[config.mk]
export PLATFORM = sky130hd
export DESIGN_NAME = cpu6_fetchq
export DESIGN_NICKNAME = d
export VERILOG_FILES = /design/src/rtl/cpu6_fetchq.sv
export SDC_FILE = /design/constraint.sdc
export NUM_CORES = 1
export LEC_CHECK = 0
export BUFFER_PORTS_ARGS = -buffer_cell sky130_fd_sc_hd__buf_2
export CORE_MARGIN = 2
export CORE_UTILIZATION = 45
export CTS_BUF_LIST = sky130_fd_sc_hd__clkbuf_2 sky130_fd_sc_hd__clkbuf_4 sky130_fd_sc_hd__clkbuf_8
export DETAILED_ROUTE_END_ITERATION = 12
export GPL_ROUTABILITY_DRIVEN = 0
export PLACE_DENSITY = 0.74
export SETUP_SLACK_MARGIN = 0.2
export SYNTH_ARGS = -nofsm -noshare
export SYNTH_HDL_FRONTEND = slang
export SYNTH_SLANG_ARGS = --single-unit
[constraint.sdc]
create_clock -name clk -period 2.8 [get_ports clk]
set_input_delay 0.14 -clock clk [delete_from_list [all_inputs] [get_ports clk]]
set_output_delay 0.14 -clock clk [all_outputs]
set_load 0.01 [all_outputs]
[src/rtl/cpu6_fetchq.sv]
// rtl/cpu6_fetchq.sv - sequential instruction fetch with a DEPTH-entry {pc, instr} queue
// A request is only issued when queue plus in-flight slot has room, so pushes never overflow.
module cpu6_fetchq #(
  parameter int XLEN = 32,
  parameter int DEPTH = 4,
  parameter logic [XLEN-1:0] RESET_PC = '0
) (
  input  logic                     clk,
  input  logic                     reset,
  output logic                     imem_req,
  output logic [XLEN-1:0]          imem_addr,
  input  logic                     imem_rvalid,
  input  logic [XLEN-1:0]          imem_rdata,
  input  logic                     redirect,
  input  logic [XLEN-1:0]          redirect_pc,
  output logic                     deq_valid,
  input  logic                     deq_ready,
  output logic [XLEN-1:0]          deq_pc,
  output logic [XLEN-1:0]          deq_instr,
  output logic [$clog2(DEPTH):0]   count
);

  localparam int AW = $clog2(DEPTH);
  localparam int CW = AW + 1;
  localparam logic [CW:0] DEPTH_OCC = DEPTH[CW:0];

  logic [XLEN-1:0] fetch_pc_q, fetch_pc_d;
  logic [XLEN-1:0] req_pc_q, req_pc_d;
  logic            inflight_q, inflight_d;
  logic [AW-1:0]   wr_ptr_q, wr_ptr_d;
  logic [AW-1:0]   rd_ptr_q, rd_ptr_d;
  logic [CW-1:0]   count_q, count_d;
  logic [XLEN-1:0] pc_mem_q [DEPTH];
  logic [XLEN-1:0] pc_mem_d [DEPTH];
  logic [XLEN-1:0] instr_mem_q [DEPTH];
  logic [XLEN-1:0] instr_mem_d [DEPTH];

  logic            issue;
  logic            push;
  logic            pop;
  logic [CW:0]     occupancy;

  always_comb begin
    occupancy   = {1'b0, count_q} + {{CW{1'b0}}, inflight_q};
    issue       = !reset && !redirect && (occupancy < DEPTH_OCC);
    push        = imem_rvalid && inflight_q && !redirect;
    pop         = (count_q != '0) && deq_ready && !redirect;

    fetch_pc_d  = fetch_pc_q;
    req_pc_d    = req_pc_q;
    inflight_d  = 1'b0;
    wr_ptr_d    = wr_ptr_q;
    rd_ptr_d    = rd_ptr_q;
    count_d     = count_q;
    pc_mem_d    = pc_mem_q;
    instr_mem_d = instr_mem_q;

    // Redirect wins over everything but reset: flush queue and drop any in-flight word.
    if (redirect) begin
      fetch_pc_d = redirect_pc;
      wr_ptr_d   = '0;
      rd_ptr_d   = '0;
      count_d    = '0;
    end else begin
      if (issue) begin
        fetch_pc_d = fetch_pc_q + XLEN'(4);
        req_pc_d   = fetch_pc_q;
        inflight_d = 1'b1;
      end
      if (push) begin
        pc_mem_d[wr_ptr_q]    = req_pc_q;
        instr_mem_d[wr_ptr_q] = imem_rdata;
        wr_ptr_d              = wr_ptr_q + AW'(1);
      end
      if (pop) begin
        rd_ptr_d = rd_ptr_q + AW'(1);
      end
      count_d = count_q + CW'(push) - CW'(pop);
    end
  end

  always_ff @(posedge clk) begin
    pc_mem_q    <= pc_mem_d;
    instr_mem_q <= instr_mem_d;
    if (reset) begin
      fetch_pc_q <= RESET_PC;
      req_pc_q   <= '0;
      inflight_q <= 1'b0;
      wr_ptr_q   <= '0;
      rd_ptr_q   <= '0;
      count_q    <= '0;
    end else begin
      fetch_pc_q <= fetch_pc_d;
      req_pc_q   <= req_pc_d;
      inflight_q <= inflight_d;
      wr_ptr_q   <= wr_ptr_d;
      rd_ptr_q   <= rd_ptr_d;
      count_q    <= count_d;
    end
  end

  assign imem_req  = issue;
  assign imem_addr = fetch_pc_q;
  assign deq_valid = (count_q != '0);
  assign deq_pc    = deq_valid ? pc_mem_q[rd_ptr_q] : '0;
  assign deq_instr = deq_valid ? instr_mem_q[rd_ptr_q] : '0;
  assign count     = count_q;

endmodule

==> out/qor.yml, run 1 <==
logic_synthesis:
  syn-cell-area_mm2: 0.0131
  async_flop_share: 0
  synth_top_area_share: 0.588
  synth_cell_types: 41
  synth_area_leaders: "edfxtp_1, dfxtp_1, mux4_2"
  synth-seq-area-share: 0.699
  synth.most_common_cell: "edfxtp_1"
  synth_nets: 899
  yosysTopAreaCell: "edfxtp_1"
  synth_warnings: 0
  synth_ff_type: "edfxtp_1"
  synth.avg_cell_area_um2: 15.9
  synth_edf_count: 256
  synth_common_cells: "edfxtp_1, nand2_1, dfxtp_1, and2_1, mux4_2"
  netlist_instances: 821
  synth-seq-cells: 328
sta:
  clock_skew_ns: 0.0269
  setup_viol: 0
  fin_tns_setup_ns: 0
  finalHoldViolCount: 0
  finalCriticalPeriod_ns: 2.45
  timing.final.crit_share: 0.877
  rsz0062_at_grt: "no"
  maxSlewViolCount: 0
  tightestPinTransition_ns: 0.694
  relSlewSlack: 0.538
  clock.fmax_mhz: 407
status:
  status: "finished, final reports clean"
worst_setup_path:
  critical_path_class: "flip-flop to primary output"
  reg2regPathDepth: 8
  cp-start-kind: "flip-flop"
  cp_max_fo: 13
  critPathLaunch: "rd_ptr_q[0]$_SDFFE_PP0P_"
  cp.arrival_ns: 2.31
  worstSetupEndpointType: "primary output"
  crit_required_ns: 2.66
  r2r_start: "count[1]$_SDFF_PP0_"
pwr:
  p_seq_frac: 0.546
  vdd_ir_drop_max_uv: 396
  combPwrFrac: 0.044
  p_clk_frac: 0.410
  netSwitchingPower_w: 0.00212
  p_leak_nw: 6.14
  power.density_mw_per_mm2: 605
  switching_share: 0.215
  internal_power_w: 0.00773
global_routing:
  grt_use_total: 0.184
  grt_pass1_wl_um: 43900
  overflow: 0
  grt_max_degree: 66
  grt_pass1_vias: 8234
  antenna_found_initial: 0
floorplan:
  row_count: 62
  io_pins: 170
  die_w_um: 174
  initial_core_util: 0.456
  core_mm2: 0.0286
  die_y_um: 174
  dieArea_mm2: 0.0304
place:
  dpl.hpwl_um: 16900
  io_buffers: 169
cts:
  path_clk_slew_ns: 0.06
  clockBufferDepth: 3
  clock_sinks: 328
  cts_inserted_buffers: 54
  worstSkewPairLatency_ns: 0.58
  cts_tree: "yes"
  cts-root-buf: "clkbuf_8"
  htree_num_levels: 2
route:
  drt_wl_total_um: 27700
  vias_per_cell: 5.11
  drc: 0
  final_antenna_net_count: 0
  avgRoutedWirePerCell_um: 18.1
  vias: 7795
  drt_pass1_iterations: 8
  dr.first_iter.drc_count: 489
layout:
  diodes: 0
  drive_above_1_share: 0.319
  fill_cells: 2223
  finalNetCount: 1177
  area_growth_pct: 24.6
  post-route-util: 0.569
hold_path:
  hp-class: "primary input to flip-flop"
  hold-path-cell-count: 4
  hp-start: "deq_ready"
job:
  maxCapViolCount: 0
per-stage QoR:
step | setup WS, ns | hold slack [ns] | instances | cell area (um2) | power, W
2_1_floorplan | 0.670 | 0.239 | 821 | 13100 | 0.00565
3_3_place_gp | 0.557 | 0.352 | 1352 | 14500 | 0.00582
3_5_place_dp | 0.511 | 0.362 | 1352 | 14500 | 0.00583
4_1_cts | 0.263 | 0.0235 | 1522 | 16300 | 0.00997
5_1_grt | 0.203 | 0.0437 | 1524 | 16300 | 0.0102
6_report | 0.346 | 0.0561 | 1524 | 16300 | 0.00985
per-layer routing:
layer,share of wire,global-route usage,vias to the layer above
li1,-,-,3670
met1,0.45,0.252,3825
met2,0.47,0.300,254
met3,0.062,0.0381,46
met4,0.018,0.0525,0
met5,0,0,-
timing repair:
| item | 4_1_cts | 5_1_grt |
|---|---|---|
| endpoints found under the hold margin | 164 | 0 |
| setup buffers | 1 | 2 |
| resized for setup | 1 | 0 |
| hold buffers | 71 | 0 |
| pin swaps | 0 | 2 |
| cloned | 1 | 0 |
| setup endpoints to repair | 1 | 2 |
sequential cells by signal (all words and copies together), names as in the netlist:
signal,count
req_pc_q,32
rd_ptr_q,2
count,3
wr_ptr_q,2
instr_mem_q,128
imem_addr,32
inflight_q,1
pc_mem_q,128
power by group through the flow:
stage	combinational [W]	clock [W]	sequential, W
3_5_place_dp	0.000352	0	0.00548
6_report	0.000435	0.00404	0.00538
2_1_floorplan	0.000183	0	0.00547
5_1_grt	0.000479	0.00436	0.00538
4_1_cts	0.000434	0.00416	0.00537
3_3_place_gp	0.000344	0	0.00547
placed cells by master (no fill, tap or decap), types with 19 or more instances in the layout:
cell,instances
clkbuf_8,59
edfxtp_1,256
buf_2,169
buf_4,19
dfxtp_1,70
and2_1,67
mux4_2,64
xnor2_1,19
inv_1,26
o21a_1,20
dlygate4sd3_1,71
a21oi_1,60
nand2_1,76
path summary, 6_finish.rpt:
path	end	slack, ns
hold / removal	rd_ptr_q[0]$_SDFFE_PP0P_	0.06
setup / recovery	deq_pc[10]	0.35
setup reg to reg	imem_addr[17]$_SDFFE_PP0P_	0.38
hold reg to reg	req_pc_q[23]$_SDFFE_PP0P_	0.50
worst max-delay path, stage by stage (launching register included):
cell	delay, ns
dfxtp_4	0.53
buf_4	0.35
mux4_2	0.54
and2_1	0.19
buf_2	0.14
cell families (layout without fill, tap and decap cells):
logic type      Yosys count  count (layout)  synth area share
mux                      72              72             0.117
flops                   328             328             0.699
xor+xnor                 30              30            0.0201
simple gates            216             216            0.0902
fa+ha+maj                 9               9           0.00919
compound gates           94              94            0.0429
buf+inv                  72             391            0.0221
layout make-up:
| type | count | area [um2] | share of cell area |
|---|---|---|---|
| Inverter | 27 | 105 | 0.00645 |
| Clock buffer | 73 | 917 | 0.0563 |
| Sequential cell | 328 | 9140 | 0.561 |
| Tap cell | 384 | 480 | 0.0295 |
| Clock inverter | 24 | 143 | 0.00876 |
| Timing Repair inverter | 1 | 5.00 | 0.000307 |
| Timing Repair Buffer | 266 | 1840 | 0.113 |
| Multi-Input combinational cell | 421 | 3660 | 0.225 |
No activity file was read; power rests on OpenSTA's default activity.
==> run 2, diff against run 1 <==
--- a/config.mk
+++ b/config.mk
@@ -5,6 +5,7 @@
 export SDC_FILE = /design/constraint.sdc
 export NUM_CORES = 1
 export LEC_CHECK = 0
+export ABC_AREA = 1
 export BUFFER_PORTS_ARGS = -buffer_cell sky130_fd_sc_hd__buf_2
 export CORE_MARGIN = 2
 export CORE_UTILIZATION = 45
@@ -13,6 +14,7 @@
 export GPL_ROUTABILITY_DRIVEN = 0
 export PLACE_DENSITY = 0.74
 export SETUP_SLACK_MARGIN = 0.2
+export SLEW_MARGIN = 20
 export SYNTH_ARGS = -nofsm -noshare
 export SYNTH_HDL_FRONTEND = slang
 export SYNTH_SLANG_ARGS = --single-unit
==> run 2 against run 1 <==
Total power up 1.8%. Utilization down 0.38 points. Register-to-register slack gained 0.06 ns. Final area is 3.4% higher. Worst hold slack improved by 0.25 ns. Highest routed layer unchanged. Cell count increased by 32%. Combinational power increased by 20%. Sequential share of layout area fell by 1.9 points. Sequential cell count stayed put. Clock-buffer cell count stayed put. Fmax fell by 0.19%. Clock skew fell by 0.0077 ns.
==> out/qor.yml, run 2 <==
floorplan:
  die_w_um: 179
  die_y_um: 179
  initial_core_util: 0.460
  row_count: 63
  io_pins: 170
  dieArea_mm2: 0.0319
  core_mm2: 0.0298
pwr:
  switching_share: 0.221
  p_leak_nw: 6.48
  vdd_ir_drop_max_uv: 315
  internal_power_w: 0.00782
  power.density_mw_per_mm2: 596
  netSwitchingPower_w: 0.00222
  p_clk_frac: 0.406
  p_seq_frac: 0.542
  combPwrFrac: 0.052
route:
  drc: 0
  vias: 10400
  vias_per_cell: 5.16
  drt_pass1_iterations: 5
  avgRoutedWirePerCell_um: 16.5
  final_antenna_net_count: 0
  drt_wl_total_um: 33200
  dr.first_iter.drc_count: 788
worst_setup_path:
  crit_buf_inv: 2
  crit_family: "buffers and inverters"
  cp.arrival_ns: 2.32
  cp-start-kind: "flip-flop"
  max_stage_delay_ns: 0.71
  r2r_start: "imem_addr[3]$_SDFFE_PP0P_"
  worstSetupEndpointType: "primary output"
  critical_path_class: "flip-flop to primary output"
  r2r-end: "imem_addr[16]$_SDFFE_PP0P_"
  reg2reg_slack_ns: 0.44
  path_cells: "nor3_2, buf_4, a21oi_1, buf_2"
  cp_slowest_cell: "buf_4"
  crit_required_ns: 2.66
  cp_max_fo: 65
  reg2regPathDepth: 11
logic_synthesis:
  syn-cell-area_mm2: 0.0137
  synth-seq-area-share: 0.666
  synth_warnings: 0
  synth.most_common_cell: "nor2_1"
  synth_area_leaders: "edfxtp_1, dfxtp_1, nor2_1"
  synth_nets: 1418
  synth_top_area_share: 0.560
  synth_edf_count: 256
  yosysTopAreaCell: "edfxtp_1"
  async_flop_share: 0
  synth_cell_types: 30
  netlist_instances: 1340
  synth-seq-cells: 328
  synth_ff_type: "edfxtp_1"
  synth_common_cells: "nor2_1, edfxtp_1, o21ai_0, nand2_1, a21oi_1"
  synth.avg_cell_area_um2: 10.2
cts:
  cts_inserted_buffers: 52
  path_clk_slew_ns: 0.06
  clock_sinks: 328
  worstSkewPairLatency_ns: 0.59
  cts-root-buf: "clkbuf_8"
  clockBufferDepth: 3
  post_cts_buffers: 0
  htree_num_levels: 2
  cts_tree: "yes"
global_routing:
  grt_pass1_wl_um: 51600
  antenna_found_initial: 0
  grt_use_total: 0.209
  overflow: 0
  grt_max_degree: 132
  grt_pass1_vias: 10100
sta:
  finalHoldViolCount: 0
  relSlewSlack: 0.376
  finalCriticalPeriod_ns: 2.46
  setup_viol: 0
  clock_skew_ns: 0.0192
  tightestPinTransition_ns: 0.935
  timing.final.crit_share: 0.878
  rsz0062_at_grt: "no"
  fin_tns_setup_ns: 0
  maxSlewViolCount: 0
  clock.fmax_mhz: 407
layout:
  drive_above_1_share: 0.189
  area_growth_pct: 22.7
  layout_common_cells: "nor2_1, edfxtp_1, o21ai_0, buf_2, nand2_1"
  finalNetCount: 1666
  largestRegisters: "instr_mem_q: 128 flops, pc_mem_q: 128 flops"
  final_common_cell: "nor2_1"
  fill_cells: 2500
  fin_area_mm2: 0.0168
  diodes: 0
hold_path:
  hp-start: "imem_rdata[24]"
  hold_path_end: "instr_mem_q[88]$_DFFE_PP_"
  hold-path-cell-count: 2
  hp-class: "primary input to flip-flop"
status:
  status: "finished, final reports clean"
place:
  io_buffers: 169
  dpl.hpwl_um: 19300
  placed_area_mm2: 0.0150
job:
  maxCapViolCount: 0
==> run 2: worst max-delay path by stage <==
stage                     slack, ns  cells after the start                   from                       end
after global routing           0.21                      4    count[1]$_SDFF_PP0_             deq_instr[13]
after global placement         0.89                      8    count[1]$_SDFF_PP0_       count[2]$_SDFF_PP0_
final                          0.34                      4    count[1]$_SDFF_PP0_                 deq_pc[6]
after detailed placement       0.85                      8    count[1]$_SDFF_PP0_       count[2]$_SDFF_PP0_
after CTS                      0.31                      4    count[1]$_SDFF_PP0_                 deq_pc[3]
after floorplan                0.05                      2  inflight_q$_SDFF_PP0_  instr_mem_q[0]$_DFFE_PP_
==> run 2: logic make-up after synthesis <==
group           share of synthesized area
compound gates                      0.111
xor+xnor                          0.00447
fa+ha+maj                         0.00876
buf+inv                            0.0441
flops                               0.666
simple gates                        0.166
==> run 2: metrics by stage <==
step	hold WS, ns	worst slack [ns]	utilization	instances	power, W
after global placement	0.350	0.889	0.503	1844	0.00594
after global routing	0.295	0.207	0.565	2018	0.0104
after floorplan	0.239	0.0525	-	1340	0.00575
final	0.309	0.341	0.565	2018	0.0100
after detailed placement	0.356	0.849	0.503	1844	0.00596
after CTS	0.268	0.306	0.565	2018	0.0101
==> run 2: power groups by stage <==
stage | logic [W] | clock network (W) | registers (W)
after floorplan | 0.000238 | 0 | 0.00551
after global placement | 0.000418 | 0 | 0.00553
after detailed placement | 0.000428 | 0 | 0.00553
after CTS | 0.000516 | 0.00417 | 0.00543
after global routing | 0.000583 | 0.00437 | 0.00544
final | 0.000523 | 0.00408 | 0.00543
==> run 2: routing by layer <==
layer  up-vias  GRT usage  wire length (um)
met5         -          0                 0
met4         0     0.0627               639
met3        51     0.0435              2390
met2       367      0.360             16100
met1      4920      0.265             14100
li1       5066          -                 -
==> run 2: cell type report <==
type,count,area (um2),share of cell area
clock buffer,73,892,0.0530
timing repair buffer,267,1870,0.111
inverter,72,272,0.0161
sequential,328,9130,0.542
tap,390,488,0.0290
clock inverter,21,161,0.00959
multi-input combinational,867,4020,0.239
==> run 2: timing repair <==
action                     in CTS  in global routing
gates resized for setup         0                  1
setup endpoints to repair       0                  4
hold buffers                   80                  0
hold endpoints to repair      168                  0
